[src/rtl/hilo_muldiv_unit_pkg.sv]
// Shared definitions for the HI/LO multiply/divide unit: op codes, FSM
// states, divider step count and small two's-complement helpers.
package hilo_muldiv_unit_pkg;

    localparam int XLEN      = 32;
    localparam int DIV_STEPS = 32;
    localparam int CNT_W     = 8;

    typedef enum logic [2:0] {
        OP_NONE  = 3'd0,
        OP_MULT  = 3'd1,
        OP_MULTU = 3'd2,
        OP_DIV   = 3'd3,
        OP_DIVU  = 3'd4,
        OP_MTHI  = 3'd5,
        OP_MTLO  = 3'd6
    } hilo_op_e;

    typedef enum logic [2:0] {
        ST_IDLE     = 3'd0,
        ST_MUL      = 3'd1,
        ST_DIV_INIT = 3'd2,
        ST_DIV_ITER = 3'd3,
        ST_DIV_FIX  = 3'd4
    } hilo_state_e;

    // Two's-complement negation of a full-width word.
    function automatic logic [XLEN-1:0] neg_word(input logic [XLEN-1:0] v);
        return (~v) + {{(XLEN-1){1'b0}}, 1'b1};
    endfunction

    // Magnitude of v when treated as signed (en=1), else v unchanged.
    // The most negative value maps onto itself, which is the correct
    // unsigned magnitude for the divider.
    function automatic logic [XLEN-1:0] abs_word(input logic [XLEN-1:0] v,
                                                 input logic            en);
        return (en && v[XLEN-1]) ? neg_word(v) : v;
    endfunction

endpackage

[src/rtl/hilo_muldiv_unit_div_iter_core.sv]
// Radix-2 restoring divider datapath. The upper half of the 64-bit partial
// remainder holds the running remainder; the lower half shifts the dividend
// out and the quotient bits in. Sign correction is applied on the outputs.
module hilo_muldiv_unit_div_iter_core
    import hilo_muldiv_unit_pkg::*;
#(
    parameter int DATA_W = 32
) (
    input  logic              clk,
    input  logic              reset,
    input  logic              i_init,
    input  logic              i_step,
    input  logic              i_signed,
    input  logic [DATA_W-1:0] i_a,
    input  logic [DATA_W-1:0] i_b,
    output logic [DATA_W-1:0] o_quot,
    output logic [DATA_W-1:0] o_rem
);

    logic [2*DATA_W-1:0] r_pr;
    logic [DATA_W-1:0]   r_dvs;
    logic                r_neg_q;
    logic                r_neg_r;

    logic [DATA_W:0]     w_up;
    logic [DATA_W+1:0]   w_diff;
    logic                w_ge;

    // Shifted remainder (33 bits) and trial subtraction of the divisor.
    always_comb begin
        w_up   = r_pr[2*DATA_W-1:DATA_W-1];
        w_diff = {1'b0, w_up} - {2'b00, r_dvs};
        w_ge   = ~w_diff[DATA_W+1];
    end

    // Operand latch on init, one restoring step per cycle on step.
    always_ff @(posedge clk) begin
        if (reset) begin
            r_pr    <= {(2*DATA_W){1'b0}};
            r_dvs   <= {DATA_W{1'b0}};
            r_neg_q <= 1'b0;
            r_neg_r <= 1'b0;
        end else if (i_init) begin
            r_pr    <= {{DATA_W{1'b0}}, abs_word(i_a, i_signed)};
            r_dvs   <= abs_word(i_b, i_signed);
            r_neg_q <= i_signed & (i_a[DATA_W-1] ^ i_b[DATA_W-1]);
            r_neg_r <= i_signed & i_a[DATA_W-1];
        end else if (i_step) begin
            if (w_ge) begin
                r_pr <= {w_diff[DATA_W-1:0], r_pr[DATA_W-2:0], 1'b1};
            end else begin
                r_pr <= {w_up[DATA_W-1:0], r_pr[DATA_W-2:0], 1'b0};
            end
        end else begin
            r_pr <= r_pr;
        end
    end

    // Quotient negated when operand signs differ; remainder follows dividend.
    always_comb begin
        o_quot = r_neg_q ? neg_word(r_pr[DATA_W-1:0]) : r_pr[DATA_W-1:0];
        o_rem  = r_neg_r ? neg_word(r_pr[2*DATA_W-1:DATA_W]) : r_pr[2*DATA_W-1:DATA_W];
    end

endmodule

[src/rtl/hilo_muldiv_unit.sv]
// HI/LO producer: executes MULT/MULTU/DIV/DIVU/MTHI/MTLO from EX, owns the
// architectural HI/LO registers and stalls the pipeline while a result is
// pending. The result is written at the end of the finishing cycle, the same
// cycle in which the stall drops, so a following MFHI/MFLO sees it in EX.
module hilo_muldiv_unit
    import hilo_muldiv_unit_pkg::*;
#(
    parameter int DATA_W  = 32,
    parameter int MUL_LAT = 2
) (
    input  logic              clk,
    input  logic              reset,
    input  logic              ex_valid,
    input  logic [2:0]        ex_op,
    input  logic [DATA_W-1:0] ex_src_a,
    input  logic [DATA_W-1:0] ex_src_b,
    input  logic              ex_cancel,
    output logic              stall_o,
    output logic              busy_o,
    output logic [DATA_W-1:0] hi_o,
    output logic [DATA_W-1:0] lo_o
);

    hilo_state_e         r_state;
    logic [CNT_W-1:0]    r_cnt;
    logic                r_busy;
    logic                r_div_signed;
    logic [DATA_W-1:0]   r_hi;
    logic [DATA_W-1:0]   r_lo;
    logic [2*DATA_W-1:0] r_mul_prod;

    hilo_op_e            w_op;
    logic                w_is_mul;
    logic                w_is_div;
    logic                w_idle;
    logic                w_finishing;
    logic                w_mul_sgn;
    logic [2*DATA_W-1:0] w_a_ext;
    logic [2*DATA_W-1:0] w_b_ext;
    logic [2*DATA_W-1:0] w_prod;
    logic                w_div_init;
    logic                w_div_step;
    logic [DATA_W-1:0]   w_quot;
    logic [DATA_W-1:0]   w_rem;

    // Op decode, finishing-cycle detect and the multiplier itself.
    always_comb begin
        w_op        = hilo_op_e'(ex_op);
        w_is_mul    = (w_op == OP_MULT) || (w_op == OP_MULTU);
        w_is_div    = (w_op == OP_DIV)  || (w_op == OP_DIVU);
        w_idle      = (r_state == ST_IDLE);
        w_finishing = ((r_state == ST_MUL) && (r_cnt == CNT_W'(MUL_LAT - 1)))
                    || (r_state == ST_DIV_FIX);
        w_mul_sgn   = (w_op == OP_MULT);
        w_a_ext     = {{DATA_W{w_mul_sgn & ex_src_a[DATA_W-1]}}, ex_src_a};
        w_b_ext     = {{DATA_W{w_mul_sgn & ex_src_b[DATA_W-1]}}, ex_src_b};
        w_prod      = w_a_ext * w_b_ext;
        w_div_init  = (r_state == ST_DIV_INIT) && !ex_cancel;
        w_div_step  = (r_state == ST_DIV_ITER) && !ex_cancel;
    end

    // Stall holds IF/ID/EX until the finishing cycle; never during reset.
    always_comb begin
        stall_o = !reset && ex_valid && !ex_cancel &&
                  ((w_idle && (w_is_mul || w_is_div)) || (!w_idle && !w_finishing));
    end

    assign busy_o = r_busy;
    assign hi_o   = r_hi;
    assign lo_o   = r_lo;

    hilo_muldiv_unit_div_iter_core #(
        .DATA_W (DATA_W)
    ) u_div (
        .clk      (clk),
        .reset    (reset),
        .i_init   (w_div_init),
        .i_step   (w_div_step),
        .i_signed (r_div_signed),
        .i_a      (ex_src_a),
        .i_b      (ex_src_b),
        .o_quot   (w_quot),
        .o_rem    (w_rem)
    );

    // Control FSM plus the architectural HI/LO registers.
    always_ff @(posedge clk) begin
        if (reset) begin
            r_state      <= ST_IDLE;
            r_cnt        <= 8'd0;
            r_busy       <= 1'b0;
            r_div_signed <= 1'b0;
            r_hi         <= {DATA_W{1'b0}};
            r_lo         <= {DATA_W{1'b0}};
            r_mul_prod   <= {(2*DATA_W){1'b0}};
        end else if (ex_cancel) begin
            r_state <= ST_IDLE;
            r_cnt   <= 8'd0;
            r_busy  <= 1'b0;
        end else begin
            case (r_state)
                ST_IDLE: begin
                    r_cnt <= 8'd0;
                    if (ex_valid) begin
                        case (w_op)
                            OP_MULT, OP_MULTU: begin
                                r_state    <= ST_MUL;
                                r_busy     <= 1'b1;
                                r_mul_prod <= w_prod;
                            end
                            OP_DIV, OP_DIVU: begin
                                r_state      <= ST_DIV_INIT;
                                r_busy       <= 1'b1;
                                r_div_signed <= (w_op == OP_DIV);
                            end
                            OP_MTHI: r_hi <= ex_src_a;
                            OP_MTLO: r_lo <= ex_src_a;
                            default: r_state <= ST_IDLE;
                        endcase
                    end else begin
                        r_state <= ST_IDLE;
                    end
                end
                ST_MUL: begin
                    if (r_cnt == CNT_W'(MUL_LAT - 1)) begin
                        r_hi    <= r_mul_prod[2*DATA_W-1:DATA_W];
                        r_lo    <= r_mul_prod[DATA_W-1:0];
                        r_state <= ST_IDLE;
                        r_busy  <= 1'b0;
                        r_cnt   <= 8'd0;
                    end else begin
                        r_cnt <= r_cnt + 8'd1;
                    end
                end
                ST_DIV_INIT: begin
                    r_state <= ST_DIV_ITER;
                    r_cnt   <= 8'd0;
                end
                ST_DIV_ITER: begin
                    if (r_cnt == CNT_W'(DIV_STEPS - 1)) begin
                        r_state <= ST_DIV_FIX;
                        r_cnt   <= 8'd0;
                    end else begin
                        r_cnt <= r_cnt + 8'd1;
                    end
                end
                ST_DIV_FIX: begin
                    r_lo    <= w_quot;
                    r_hi    <= w_rem;
                    r_state <= ST_IDLE;
                    r_busy  <= 1'b0;
                end
                default: begin
                    r_state <= ST_IDLE;
                    r_busy  <= 1'b0;
                    r_cnt   <= 8'd0;
                end
            endcase
        end
    end

endmodule
[config.mk]
export PLATFORM = sky130hd
export DESIGN_NAME = hilo_muldiv_unit
export DESIGN_NICKNAME = d
export VERILOG_FILES = /design/src/rtl/hilo_muldiv_unit_pkg.sv /design/src/rtl/hilo_muldiv_unit_div_iter_core.sv /design/src/rtl/hilo_muldiv_unit.sv
export SDC_FILE = /design/constraint.sdc
export NUM_CORES = 2
export LEC_CHECK = 0
export ABC_CLOCK_PERIOD_IN_PS = 27400
export CAP_MARGIN = 20
export CORE_MARGIN = 2
export CORE_UTILIZATION = 60
export CTS_CLUSTER_SIZE = 30
export DETAILED_ROUTE_END_ITERATION = 6
export GPL_TIMING_DRIVEN = 1
export PLACE_DENSITY = 0.88
export SLEW_MARGIN = 0
export SYNTH_ARGS = -nofsm -noshare
export SYNTH_HDL_FRONTEND = slang
export SYNTH_SLANG_ARGS = --single-unit
[constraint.sdc]
create_clock -name clk -period 27.4 [get_ports clk]
set_clock_uncertainty 0.1 [all_clocks]
set_input_delay 8.22 -clock clk [delete_from_list [all_inputs] [get_ports clk]]
set_output_delay 8.22 -clock clk [all_outputs]
set_load 0.01 [all_outputs]
==> run_results.csv <==
group,metric,value,unit
clock_network,htreeDepth,1,
grt,antenna_found_initial,12,
synth,synth_area_leaders,"fa_1, dfxtp_1, inv_1",
timing,fmax,0.05445,GHz
flow_run,maxCapViolCount,0,
synth,netlist_instances,6071,
worst_setup_path,crit_path_cell_trace,"clkdlybuf4s50_1 -> nor2_1 -> xor2_1 -> nand2_1 -> nand4_1 -> a21oi_1 -> clkdlybuf4s50_1",
worst_setup_path,start_kind,"input port",
detailed_routing,drt_iter0_drc,5023,
grt,grt_pass1_vias,47454,
floorplan,initial_core_util,0.6029,
floorplan,fp.coreArea,86480,um2
worst_setup_path,cp-end-kind,"output pin",
clock_network,cts_tree,"built",
grt,track_usage,0.3798,
clock_network,clockRootBuffer,"clkbuf_16",
clock_network,cts_resized,0,
detailed_routing,first_pass_iters,6,
worst_setup_path,arrival,10040,ps
synth,async_flop_share,0,
cells_and_area,drive_above_1_share,0.03606,
clock_network,clkLatencyLatePin,560,ps
synth,avgSynthCellArea,8.588,um2
worst_hold_path,min_from,"r_mul_prod[28]",
clock_network,cts_made_buffers,27,
cells_and_area,synthToLayoutAreaGrowth,5.056,%
synth,synth_top_area_frac,0.4323,
worst_setup_path,critPathKind,"in2out",
floorplan,fp.dieH,298.8,um
worst_setup_path,max_stage_delay,600,ps
synth,synth-edff-count,0,
cells_and_area,nets,7364,
synth,synth_ff_type,"dfxtp_1",
worst_setup_path,critPathSlowestCell,"clkdlybuf4s50_1",
grt,grt_max_degree,75,
worst_hold_path,holdPathStages,2,
detailed_routing,wl,166.3,mm
timing,finalSetupViolCount,0,
clock_network,clkSinkCount,239,
cells_and_area,final_cell_mix,"inv_1, fa_1, nand2_1, and2_1, nor2_1",
timing,hold_viol_final,0,
synth,synth.yosys.seq_area_share,0.09177,
timing,fin_tns_setup,0,ps
worst_setup_path,critPathBufInv,2,
status,outcome,"finished, final reports clean",
synth,ys_ff_latch,239,
detailed_routing,postRouteAntennaNets,0,
clock_network,max-clock-path-buffers,3,
timing,slew_viol_final,0,
worst_hold_path,min-delay-path-class,"reg2reg",
grt,grt.overflow.total,0,
timing,slew_headroom,0.1868,
worst_setup_path,cp_max_fo,7,
placement,place_congestion,0.9960,
clock_network,hold_buffers,0,
floorplan,core.rowCount,108,
worst_setup_path,worstRegToRegCells,9,
clock_network,path_clk_slew,60,ps
worst_setup_path,ff2ff_setup_slack,22640,ps
worst_setup_path,cp_top_family,"buffers and inverters",
synth,mappedNetlistArea,52140,um2
detailed_routing,post_drt_via_cell_ratio,6.207,
worst_hold_path,worstHoldEndpoint,"r_mul_prod[28]",
timing,min_period_over_period,0.6702,
synth,yosys.area.top_type,"fa_1",
detailed_routing,vias,44031,
floorplan,die_area,89270,um2
detailed_routing,wl_per_cell,23.44,um
floorplan,die_w,298.8,um
detailed_routing,drc,0,
floorplan,io_pins,137,
placement,io_buffers,136,
worst_setup_path,crit_top_cell,"clkdlybuf4s50_1",
clock_network,post_cts_buffers,0,
grt,grt_first_pass_wirelength,262.6,mm
timing,worst_pin_slew,1220,ps
synth,ys_types,76,
synth,yosys_warnings,0,
worst_setup_path,r2r_end,"hi_o[7]",
timing,rsz0062_at_grt,"false",
cells_and_area,final_common_cell,"inv_1",
placement,hpwl,119.9,mm
synth,syn_nets,7519,
timing,layout_min_cycle_time,18360,ps
worst_setup_path,worstPathRequired,19080,ps
worst_setup_path,timing.rr.start,"r_state[0]",
tightest hold or removal path: cells and delay by family (launching register included):
family	cells	cell delay [ps]
AOI/OAI and AO/OA	1	50
DFF	1	310
and+or+nand+nor	1	50
area by class of cell:
cell class / instances / area, um2
multi-input combinational: 4239 / 41410
antenna: 5 / 12.51
timing repair buffer: 221 / 1822
sequential: 239 / 4785
fill: 6894 / 31710
inverter: 1188 / 4459
clock inverter: 7 / 50.05
clock buffer: 40 / 794.5
tap: 1155 / 1445
metal layers:
layer  track usage  routed length (um)  vias to the layer above  part of all wire
met2        0.6010               74970                     3179              0.45
met5             0                  16                        -          0.000096
li1              -                   -                    18253                 -
met3        0.1089               22350                      871              0.13
met4        0.2336               12470                        4             0.075
met1        0.4614               56470                    21724              0.34
Yosys cell counts (41+ instances only):
cell      instances
buf_1            72
o21ai_0         170
clkbuf_1        323
and2_1          348
a211oi_1         69
a221oi_1         48
nor3_1           48
a21oi_1         225
xor2_1           89
inv_1          1188
nand3_1          45
dfxtp_1         239
fa_1           1126
ha_1            251
nand2_1         954
a21o_1           41
nor2_1          263
xnor2_1         113
cell families (layout without fill, tap and decap cells):
| group | Yosys count | count (layout) | share of synthesized area |
|---|---|---|---|
| AND/OR/NAND/NOR | 1837 | 1837 | 0.1619 |
| XOR/XNOR | 202 | 202 | 0.03393 |
| other | 0 | 5 | 0 |
| adder cells (fa/ha/maj) | 1377 | 1377 | 0.4926 |
| multiplexers | 29 | 29 | 0.005616 |
| buffers and inverters | 1593 | 1456 | 0.1151 |
| AO/OA/AOI/OAI | 794 | 794 | 0.09916 |
| flip-flops | 239 | 239 | 0.09177 |
state kept, by name (all words and copies together), names as in the netlist:
register,cells
busy_o,1
hi_o,32
lo_o,32
r_cnt,8
r_div_signed,1
r_mul_prod,64
r_state,3
u_div.r_dvs,32
u_div.r_neg_q,1
u_div.r_neg_r,1
u_div.r_pr,64
through the flow:
step / instance area (um2) / worst slack, ps / util / hold WS (ps) / cells
finish: 54770 / 9036 / 0.6333 / 351.1 / 7094
global route: 54770 / 8887 / 0.6333 / 374.9 / 7091
CTS: 54750 / 9046 / 0.6330 / 353.0 / 7088
detailed placement: 53900 / 9045 / 0.6233 / 345.5 / 7041
global placement: 53900 / 9047 / 0.6232 / 336.9 / 7040
floorplan: 52140 / 10090 / - / 325.1 / 6071
how the worst max path moves through the flow:
stage / from / to / slack [ps] / cells past startpoint
5_1_grt: ex_op[1] / stall_o / 8890 / 7
3_3_place_gp: ex_op[1] / stall_o / 9050 / 7
3_5_place_dp: ex_op[1] / stall_o / 9050 / 7
6_report: ex_op[1] / stall_o / 9040 / 7
2_1_floorplan: reset / stall_o / 10090 / 5
4_1_cts: ex_op[1] / stall_o / 9050 / 7
Power is left out: the tool's default activity adds up to more than one toggle a clock period on the data nets, which glitch-free logic cannot reach.
